===== src/rtl/ps2_rx_fifo_if.sv =====
// Host-side bundle for the PS/2 receiver: raw PS/2 pins, FIFO read port, status and sticky errors.
// slave is the receiver's view, master is the host's view.
interface ps2_rx_fifo_if #(
    parameter int unsigned FIFO_DEPTH = 8
);
    localparam int unsigned CNT_W = $clog2(FIFO_DEPTH) + 1;

    logic             ps2_clk_i;
    logic             ps2_din_i;
    logic             rd_en_i;
    logic             err_clr_i;
    logic [7:0]       dout_o;
    logic             empty_o;
    logic             full_o;
    logic [CNT_W-1:0] count_o;
    logic             busy_o;
    logic             parity_err_o;
    logic             frame_err_o;
    logic             overflow_o;

    modport master (
        output ps2_clk_i, ps2_din_i, rd_en_i, err_clr_i,
        input  dout_o, empty_o, full_o, count_o, busy_o,
        input  parity_err_o, frame_err_o, overflow_o
    );

    modport slave (
        input  ps2_clk_i, ps2_din_i, rd_en_i, err_clr_i,
        output dout_o, empty_o, full_o, count_o, busy_o,
        output parity_err_o, frame_err_o, overflow_o
    );
endinterface


===== src/rtl/ps2_rx_fifo.sv =====
// PS/2 device-to-host frame receiver: synchronise and glitch-filter the PS/2 clock, deframe
// 11-bit odd-parity frames, and queue good bytes in a show-ahead FIFO with sticky error flags.
module ps2_rx_fifo #(
    parameter int unsigned FILTER_LEN     = 8,
    parameter int unsigned TIMEOUT_CYCLES = 5000,
    parameter int unsigned FIFO_DEPTH     = 8
) (
    input logic          clk_i,
    input logic          rst_i,
    ps2_rx_fifo_if.slave bus
);
    localparam int unsigned PTR_W  = $clog2(FIFO_DEPTH);
    localparam int unsigned CNT_W  = PTR_W + 1;
    localparam int unsigned FCNT_W = $clog2(FILTER_LEN + 1);
    localparam int unsigned TO_W   = $clog2(TIMEOUT_CYCLES + 1);

    typedef enum logic [1:0] {StIdle, StData, StParity, StStop} state_e;

    logic              clk_s1_q, clk_s2_q, din_s1_q, din_s2_q;
    logic [FCNT_W-1:0] flt_cnt_q;
    logic              flt_q, flt_prev_q;
    logic              fall;

    state_e            state_q;
    logic              busy_q;
    logic [2:0]        bit_cnt_q;
    logic [7:0]        shift_q;
    logic              par_q;
    logic [TO_W-1:0]   to_cnt_q;
    logic              parity_err_q, frame_err_q, overflow_q;

    logic [7:0]        mem_q [FIFO_DEPTH];
    logic [PTR_W-1:0]  wr_ptr_q, rd_ptr_q;
    logic [CNT_W-1:0]  count_q;

    logic frame_done, parity_ok, timeout, push, pop, push_ok, empty, full;
    logic set_par, set_frm, set_ovf;

    // Filtered level only follows the synchronised clock after FILTER_LEN differing samples in a row.
    always_ff @(posedge clk_i) begin
        if (rst_i) begin
            clk_s1_q   <= 1'b1;
            clk_s2_q   <= 1'b1;
            din_s1_q   <= 1'b1;
            din_s2_q   <= 1'b1;
            flt_q      <= 1'b1;
            flt_prev_q <= 1'b1;
            flt_cnt_q  <= '0;
        end else begin
            clk_s1_q   <= bus.ps2_clk_i;
            clk_s2_q   <= clk_s1_q;
            din_s1_q   <= bus.ps2_din_i;
            din_s2_q   <= din_s1_q;
            flt_prev_q <= flt_q;
            if (clk_s2_q == flt_q) begin
                flt_cnt_q <= '0;
            end else if (flt_cnt_q == FCNT_W'(FILTER_LEN - 1)) begin
                flt_q     <= clk_s2_q;
                flt_cnt_q <= '0;
            end else begin
                flt_cnt_q <= flt_cnt_q + 1'b1;
            end
        end
    end

    assign fall       = flt_prev_q & ~flt_q;
    assign frame_done = fall && (state_q == StStop);
    assign parity_ok  = ^{shift_q, par_q};
    assign timeout    = (state_q != StIdle) && !fall && (to_cnt_q == TO_W'(TIMEOUT_CYCLES - 1));
    assign push       = frame_done && parity_ok && din_s2_q;

    assign empty   = (count_q == '0);
    assign full    = (count_q == CNT_W'(FIFO_DEPTH));
    assign pop     = bus.rd_en_i && !empty;
    assign push_ok = push && (!full || pop);

    assign set_par = frame_done && !parity_ok;
    assign set_frm = (frame_done && !din_s2_q) || timeout;
    assign set_ovf = push && full && !pop;

    always_ff @(posedge clk_i) begin
        if (rst_i) begin
            state_q      <= StIdle;
            busy_q       <= 1'b0;
            bit_cnt_q    <= '0;
            shift_q      <= '0;
            par_q        <= 1'b0;
            to_cnt_q     <= '0;
            parity_err_q <= 1'b0;
            frame_err_q  <= 1'b0;
            overflow_q   <= 1'b0;
        end else begin
            // A new error in the clear cycle keeps its flag set.
            parity_err_q <= set_par | (parity_err_q & ~bus.err_clr_i);
            frame_err_q  <= set_frm | (frame_err_q & ~bus.err_clr_i);
            overflow_q   <= set_ovf | (overflow_q & ~bus.err_clr_i);

            if (state_q == StIdle || fall) begin
                to_cnt_q <= '0;
            end else begin
                to_cnt_q <= to_cnt_q + 1'b1;
            end

            if (timeout) begin
                state_q <= StIdle;
                busy_q  <= 1'b0;
            end else if (fall) begin
                unique case (state_q)
                    StIdle: begin
                        if (!din_s2_q) begin
                            state_q   <= StData;
                            busy_q    <= 1'b1;
                            bit_cnt_q <= '0;
                        end
                    end
                    StData: begin
                        shift_q   <= {din_s2_q, shift_q[7:1]};
                        bit_cnt_q <= bit_cnt_q + 1'b1;
                        if (bit_cnt_q == 3'd7) begin
                            state_q <= StParity;
                        end
                    end
                    StParity: begin
                        par_q   <= din_s2_q;
                        state_q <= StStop;
                    end
                    StStop: begin
                        state_q <= StIdle;
                        busy_q  <= 1'b0;
                    end
                endcase
            end
        end
    end

    always_ff @(posedge clk_i) begin
        if (rst_i) begin
            wr_ptr_q <= '0;
            rd_ptr_q <= '0;
            count_q  <= '0;
        end else begin
            if (push_ok) begin
                wr_ptr_q <= wr_ptr_q + 1'b1;
            end
            if (pop) begin
                rd_ptr_q <= rd_ptr_q + 1'b1;
            end
            if (push_ok && !pop) begin
                count_q <= count_q + 1'b1;
            end else if (pop && !push_ok) begin
                count_q <= count_q - 1'b1;
            end
        end
    end

    // Storage needs no reset; the head is masked to zero while empty.
    always_ff @(posedge clk_i) begin
        if (push_ok) begin
            mem_q[wr_ptr_q] <= shift_q;
        end
    end

    assign bus.dout_o       = empty ? 8'h00 : mem_q[rd_ptr_q];
    assign bus.empty_o      = empty;
    assign bus.full_o       = full;
    assign bus.count_o      = count_q;
    assign bus.busy_o       = busy_q;
    assign bus.parity_err_o = parity_err_q;
    assign bus.frame_err_o  = frame_err_q;
    assign bus.overflow_o   = overflow_q;
endmodule


===== src/flat_wrapper.sv =====
// flat-port wrapper written by rule: the top's interface ports become plain ports
module ps2_rx_fifo_flat 
#(
    parameter int unsigned FILTER_LEN     = 8,
    parameter int unsigned TIMEOUT_CYCLES = 5000,
    parameter int unsigned FIFO_DEPTH     = 8
)
  (clk_i, rst_i, bus_ps2_clk_i, bus_ps2_din_i, bus_rd_en_i, bus_err_clr_i, bus_dout_o, bus_empty_o, bus_full_o, bus_count_o, bus_busy_o, bus_parity_err_o, bus_frame_err_o, bus_overflow_o);
  ps2_rx_fifo_if #(.FIFO_DEPTH(FIFO_DEPTH)) bus_i ();
  input logic clk_i;
  input logic rst_i;
  input wire logic [$bits(bus_i.ps2_clk_i)-1:0] bus_ps2_clk_i;
  input wire logic [$bits(bus_i.ps2_din_i)-1:0] bus_ps2_din_i;
  input wire logic [$bits(bus_i.rd_en_i)-1:0] bus_rd_en_i;
  input wire logic [$bits(bus_i.err_clr_i)-1:0] bus_err_clr_i;
  output wire logic [$bits(bus_i.dout_o)-1:0] bus_dout_o;
  output wire logic [$bits(bus_i.empty_o)-1:0] bus_empty_o;
  output wire logic [$bits(bus_i.full_o)-1:0] bus_full_o;
  output wire logic [$bits(bus_i.count_o)-1:0] bus_count_o;
  output wire logic [$bits(bus_i.busy_o)-1:0] bus_busy_o;
  output wire logic [$bits(bus_i.parity_err_o)-1:0] bus_parity_err_o;
  output wire logic [$bits(bus_i.frame_err_o)-1:0] bus_frame_err_o;
  output wire logic [$bits(bus_i.overflow_o)-1:0] bus_overflow_o;
  assign bus_i.ps2_clk_i = bus_ps2_clk_i;
  assign bus_i.ps2_din_i = bus_ps2_din_i;
  assign bus_i.rd_en_i = bus_rd_en_i;
  assign bus_i.err_clr_i = bus_err_clr_i;
  assign bus_dout_o = bus_i.dout_o;
  assign bus_empty_o = bus_i.empty_o;
  assign bus_full_o = bus_i.full_o;
  assign bus_count_o = bus_i.count_o;
  assign bus_busy_o = bus_i.busy_o;
  assign bus_parity_err_o = bus_i.parity_err_o;
  assign bus_frame_err_o = bus_i.frame_err_o;
  assign bus_overflow_o = bus_i.overflow_o;
  ps2_rx_fifo #(.FILTER_LEN(FILTER_LEN), .TIMEOUT_CYCLES(TIMEOUT_CYCLES), .FIFO_DEPTH(FIFO_DEPTH)) u_core (.clk_i(clk_i), .rst_i(rst_i), .bus(bus_i));
endmodule

===== config.mk =====
export PLATFORM = sky130hd
export DESIGN_NAME = ps2_rx_fifo_flat
export DESIGN_NICKNAME = d
export VERILOG_FILES = /design/src/rtl/ps2_rx_fifo_if.sv /design/src/rtl/ps2_rx_fifo.sv /design/src/flat_wrapper.sv
export SDC_FILE = /design/constraint.sdc
export NUM_CORES = 1
export LEC_CHECK = 0
export BUFFER_PORTS_ARGS = -buffer_cell sky130_fd_sc_hd__clkbuf_2
export CAP_MARGIN = 20
export CORE_MARGIN = 2
export CORE_UTILIZATION = 60
export DETAILED_ROUTE_END_ITERATION = 8
export PLACE_DENSITY = 0.84
export REMOVE_ABC_BUFFERS = 1
export SYNTH_ARGS = -nofsm -noshare
export SYNTH_HDL_FRONTEND = slang
export SYNTH_SLANG_ARGS = --single-unit

===== constraint.sdc =====
create_clock -name clk_i -period 3.9 [get_ports clk_i]
set_clock_uncertainty 0.1 [all_clocks]
set_input_delay 0.195 -clock clk_i [delete_from_list [all_inputs] [get_ports clk_i]]
set_output_delay 0.195 -clock clk_i [all_outputs]
set_load 0.01 [all_outputs]

==> results of run 1 <==
registers in the layout, indices dropped and copies added, names as in the netlist, 2 cells and up, named ones only:
register            flops
u_core.mem_q           64
u_core.to_cnt_q        13
u_core.shift_q          8
u_core.bus.count_o      4
u_core.flt_cnt_q        4
u_core.bit_cnt_q        3
u_core.rd_ptr_q         3
u_core.wr_ptr_q         3
u_core.state_q          2
worst max-delay path by stage:
stage	slack [ns]	depth (start not counted)	end	start
3_5_place_dp	0.51	13	u_core.bus.count_o[3]	u_core.shift_q[4]
3_3_place_gp	0.62	13	u_core.bus.count_o[3]	u_core.shift_q[3]
4_1_cts	0.48	13	u_core.bus.count_o[3]	u_core.shift_q[3]
2_1_floorplan	0.65	10	u_core.bus.count_o[3]	u_core.bus.count_o[2]
6_report	0.47	13	u_core.bus.count_o[3]	u_core.shift_q[3]
5_1_grt	0.17	13	u_core.bus.count_o[3]	u_core.shift_q[3]
final cells by class:
type                    count  area (sq um)  share of cell area [%]
flip-flops and latches    118          3000                    52.9
well taps                 102           128                    2.25
inverters                   9          36.3                   0.640
clock buffers              19           422                    7.43
repair buffers             36           223                    3.93
clock inverters            13           133                    2.34
multi-input cells         228          1730                    30.5
cell usage after synthesis, types with 2 or more instances:
master,n
nor2_1,46
clkbuf_1,11
o21ai_0,6
or2_2,5
xor2_1,14
inv_1,8
nor3_1,5
and4_1,2
nor4_1,6
ha_1,13
and3b_1,2
mux4_2,16
mux2i_1,12
a21oi_1,19
and3_1,2
nand2_1,19
edfxtp_1,64
or3_1,5
nor2b_1,5
nand3_1,16
xnor2_1,10
a22oi_1,2
nand2b_1,7
nand4_1,3
buf_1,2
dfxtp_1,54
buf_2,2
cell families after synthesis:
logic type | Yosys count | share of synthesized area [%]
compound gates | 32 | 3.75
xor+xnor | 25 | 4.82
fa+ha+maj | 14 | 3.78
buf+inv | 25 | 2.20
flops | 118 | 62.1
mux | 30 | 10.5
simple gates | 127 | 12.8
through the flow:
stage	instance area [sq um]	setup WS (ns)
detailed placement	5080	0.513
global route	5670	0.169
CTS	5670	0.484
floorplan	4760	0.650
global placement	5080	0.623
finish	5670	0.471
routing by layer:
metal	vias up	part of all wire (%)	track usage [%]
met3	19	5.1	7.38
met1	1429	41	27.8
met5	-	0	0
met4	0	1.7	8.70
li1	1428	-	-
met2	83	52	40.2
power breakdown:
group / switching, W / leakage [nW] / internal (W)
combinational: 0.000232 / 0.736 / 0.000233
sequential: 0.0000418 / 1.03 / 0.00133
clock: 0.000537 / 0.264 / 0.000903
total: 0.000810 / 2.03 / 0.00246
critical path: stages (launching register included):
cell and delay (ns):
dfxtp_1 0.52, xor2_1 0.19, xnor3_1 0.46, xnor2_1 0.16, or2_1 0.35, inv_4 0.11, ha_1 0.19, inv_1 0.10
ha_1 0.28, a21o_1 0.18, a21oi_1 0.17, xnor2_1 0.10, or3_1 0.31, a21oi_1 0.13
repair_timing:
action,4_1_cts,5_1_grt
setup buffers,0,0
hold buffers,4,0
resized for setup,0,0
hold endpoints to repair,7,0
==> run metrics, run 1 <==
TritonCTS clock tree=yes; die width=93.7 um; clk root buf=clkbuf_8; WHS=0.267 ns; reg2reg start=u_core.shift_q[3]; worst r2r path cells=13; vias in the first global route=3,054; via count=2,959; PortBufs=23; most frequent cells in the layout=64 x edfxtp_1, 54 x dfxtp_1, 46 x nor2_1; Slew HR=43.9%; die footprint=8790 sq um; Achievable Freq=292 MHz; Clk Latency, worst-skew pair=0.51 ns; Max Fanout on Critical Path=11; worst hold path depth=2; Tcrit/Tclk final=87.9%; reg2reg end=u_core.bus.count_o[3]; Die H=93.7 um; I/O pins=24; register area share after synthesis=62.1%; Setup-failing EPs final=0; Slew Limit Fails=0; critical path required time=4.23 ns; WHS Endpoint=u_core.bit_cnt_q[1]; Tot Pwr=0.00327 W; Arr. time, crit path=3.76 ns; core box area=7770 sq um; share of cells above drive strength 1=20.6%; flop2flop setup slack=0.47 ns; Tmin final=3.43 ns; Mapped Cells=371; GRT Overall Usage=23.5%; Max H-tree Level=4; RSZ-0062 raised after global routing=false; top cells by area, synth=edfxtp_1 40%, dfxtp_1 22%, mux4_2 7.5%; Setup TNS Final=0 ns; category of the most critical setup path=reg2reg; layout filler cell count=501; final hold vios=0; DR iter-0 viols=183; routed wire length=9.09 mm; clock tree buffer depth=2; remaining global-route overflow=0; kind of end point of the critical path=flop; final core utilization=73.0%; DRT Pass-1 Iters=4; area delta synth->final=17.4%; TritonCTS Buffers=17; Yosys top cell area share=39.8%; number of synthesized flops with an enable pin=64; Max VDD drop=0.342 mV; antenna viol nets, final=0; post-synthesis cell type count=42; Worst-Margin Slew=0.840 ns; largest net degree at the start of global routing=40; Power Dens Cells=577 nW/um^2; row cnt=32; post-synth top area cell=edfxtp_1; GP Congestion=0.754; predominant post-synthesis flop cell=edfxtp_1; Worst-path clk slew=0.06 ns; Async SR Flop Fraction=0%; number of instances in the placed design=489; Residual DRC=0; CP startpoint kind=flop; hold path start=rst_i; Cell Count, Final, Fillers Out=525; Initial Util=62.2%; Post-Syn Area=4830 sq um; detailed placement HPWL=5.40 mm; Synth Warn #=0; detail-routed via count per cell=5.64; WL/cell=17.3 um; status=completed; #FFs+latches synth=118; Leakage Power=2.03 nW; Min-Delay Path Class=in2reg; clock sinks=118; fin nets=430; diodes inserted=0; commonest non-fill, non-tap cell in the layout=edfxtp_1; global-route wire length before repair=15.1 mm; initial antenna violation count=0; Mapped Avg Cell Area=13.0 sq um; max cap viols=0
(Power assumes the default switching activity.)
==> run 2, diff against run 1 <==
--- a/config.mk
+++ b/config.mk
@@ -11,7 +11,9 @@
 export CORE_UTILIZATION = 60
 export DETAILED_ROUTE_END_ITERATION = 8
 export PLACE_DENSITY = 0.84
+export RECOVER_POWER = 50
 export REMOVE_ABC_BUFFERS = 1
+export SETUP_SLACK_MARGIN = 0.15
 export SYNTH_ARGS = -nofsm -noshare
 export SYNTH_HDL_FRONTEND = slang
 export SYNTH_SLANG_ARGS = --single-unit
==> constraint.sdc (replaced) <==
create_clock -name clk_i -period 3.9 [get_ports clk_i]
set_clock_uncertainty 0.1 [all_clocks]
set_input_delay 0.195 -clock clk_i [delete_from_list [all_inputs] [get_ports clk_i]]
set_output_delay 0.195 -clock clk_i [all_outputs]
set_load 0.1 [all_outputs]
==> run 2 against run 1 <==
Against the previous run: the flow now finishes with violations (capacitance limit, slew limit); via count fell by 0.64%; register-to-register slack gained 0.02 ns; sequential cell count unchanged; critical path depth unchanged; design area fell by 0.40%.
==> run metrics, run 2 (synthesis results as in run 1) <==
clock tree buffer depth=2 (unchanged); category of the most critical setup path=reg2reg; Max H-tree Level=4 (unchanged); row cnt=32 (unchanged); clock sinks=118 (unchanged); commonest non-fill, non-tap cell in the layout=edfxtp_1; via count=2,940 (-0.64%); most frequent cells in the layout=64 x edfxtp_1, 54 x dfxtp_1, 46 x nor2_1; WL/cell=17.2 um (-0.77%); reg2reg end=u_core.bus.count_o[3]; Residual DRC=0 (unchanged); global-route wire length before repair=15.1 mm (unchanged); vias in the first global route=3,054 (unchanged); status=finished, violations left; area delta synth->final=16.9%; detail-routed via count per cell=5.60 (-0.64%); Power Dens Cells=662 nW/um^2 (+15%); routed wire length=9.02 mm (-0.77%); final hold vios=0 (unchanged); Slew HR=-5.33% (-49 points); core box area=7770 sq um (unchanged); critical path required time=4.22 ns (about the same); Initial Util=62.2% (unchanged); share of cells above drive strength 1=18.2% (-2.4 points); Seq pwr share=36.5% (-5.3 points); Die H=93.7 um (unchanged); Max VDD drop=0.338 mV (-0.99%); Reg with most FFs=u_core.mem_q; initial antenna violation count=0 (unchanged); RSZ-0062 raised after global routing=false; GP Congestion=0.754 (unchanged); flop2flop setup slack=0.49 ns (+0.02 ns); Top Registers=u_core.mem_q: 64 flops, u_core.to_cnt_q: 13 flops, u_core.shift_q: 8 flops; TritonCTS clock tree=yes; detailed placement HPWL=5.40 mm (unchanged); Largest register FFs=64 (unchanged); Setup-failing EPs final=0 (unchanged); worst hold path depth=3 (+1); die width=93.7 um (unchanged); Slew Limit Fails=40 (+40); TritonCTS Buffers=17 (unchanged); Psw=0.00129 W (+60%); pre-CTS WS=0.513 ns (unchanged); GRT Overall Usage=23.5% (unchanged); fin nets=430 (unchanged); hold path start=bus_ps2_din_i; Achievable Freq=293 MHz (+0.49%); setup ws final=0.487 ns (+0.0166 ns); Tcrit/Tclk final=87.5% (-0.43 points); max cap viols=1 (+1); Switching Share=34.6% (+9.8 points); P_int=0.00245 W (-0.57%); DRT Pass-1 Iters=4 (unchanged); Worst-Margin Slew=1.58 ns (+0.740 ns); Leakage Power=2.00 nW (-1.6%); die footprint=8790 sq um (unchanged); Max Fanout on Critical Path=11 (unchanged); Logic pwr share=25.1% (+11 points); Min-Delay Path Class=in2reg; clk root buf=clkbuf_8; Clk Latency, worst-skew pair=0.51 ns (about the same); Tot Pwr=0.00374 W (+14%); reg2reg start=u_core.shift_q[3]; WHS Endpoint=u_core.din_s1_q; worst r2r path cells=13 (unchanged); DR iter-0 viols=220 (+20%); PortBufs=23 (unchanged); Arr. time, crit path=3.74 ns (-0.02 ns); Worst-path clk slew=0.05 ns (about the same); CP startpoint kind=flop; diodes inserted=0 (unchanged); kind of end point of the critical path=flop; remaining global-route overflow=0 (unchanged); I/O pins=24 (unchanged); largest net degree at the start of global routing=40 (unchanged); Tmin final=3.41 ns (-0.0166 ns); antenna viol nets, final=0 (unchanged); clock group share of total power=38.4% (-5.6 points); failing checks=capacitance limit, slew limit
==> run 2: cell types whose count changed in the layout (fill, tap and decap cells not counted), sizes merged <==
cell    before  now
clkbuf      42   44
buf          9    7
==> run 2: power groups by stage <==
stage	combinational (W)	sequential [W]	clock [W]
2_1_floorplan	0.000674	0.00155	0
5_1_grt	0.000994	0.00137	0.00151
4_1_cts	0.000961	0.00137	0.00146
3_3_place_gp	0.000945	0.00139	0
3_5_place_dp	0.000954	0.00139	0
6_report	0.000940	0.00137	0.00144
==> run 2: what timing repair did <==
| action | CTS | global route |
|---|---|---|
| setup buffers | 0 | 0 |
| endpoints found under the hold margin | 7 | 0 |
| resized for setup | 0 | 0 |
| hold buffers | 4 | 0 |
==> run 2: final cells by class <==
cell class / count / area, sq um
clock buffer: 19 / 422
clock inverter: 13 / 133
fill: 511 / 2120
inverter: 9 / 36.3
multi-input combinational: 228 / 1720
sequential: 118 / 3000
tap: 102 / 128
timing repair buffer: 36 / 206
==> run 2: critical path: stages (launching register included) <==
cell	delay, ns
dfxtp_1	0.52
xor2_1	0.19
xnor3_1	0.46
xnor2_1	0.16
or2_1	0.35
inv_4	0.11
ha_1	0.19
inv_1	0.10
ha_1	0.28
a21o_1	0.18
a21oi_1	0.16
xnor2_1	0.10
or3_1	0.31
a21oi_1	0.13
==> run 2: layer usage <==
| metal | vias up | track usage, % | part of all wire, % |
|---|---|---|---|
| met4 | 0 | 8.70 | 1.1 |
| met2 | 71 | 40.2 | 53 |
| met3 | 10 | 7.38 | 4.6 |
| met1 | 1428 | 27.8 | 42 |
| met5 | - | 0 | 0 |
| li1 | 1431 | - | - |
==> run 2: how the worst max path moves through the flow <==
stage | startpoint | cells after the start | end
after floorplan | u_core.bus.count_o[0] | 2 | bus_dout_o[0]
after global placement | u_core.shift_q[3] | 13 | u_core.bus.count_o[3]
after detailed placement | u_core.shift_q[4] | 13 | u_core.bus.count_o[3]
after CTS | u_core.shift_q[3] | 13 | u_core.bus.count_o[3]
after global routing | u_core.shift_q[3] | 13 | u_core.bus.count_o[3]
final | u_core.shift_q[3] | 13 | u_core.bus.count_o[3]
==> run 2: through the flow <==
stage               cell area [sq um]  hold WS, ns  setup TNS (ns)  std cells  util, %
floorplan                        4760        0.164          -37.58        355        -
global placement                 5080        0.281               0        489     65.4
detailed placement               5080        0.280               0        489     65.4
CTS                              5670        0.223               0        525     73.0
global route                     5650        0.298               0        525     72.7
finish                           5650        0.314               0        525     72.7
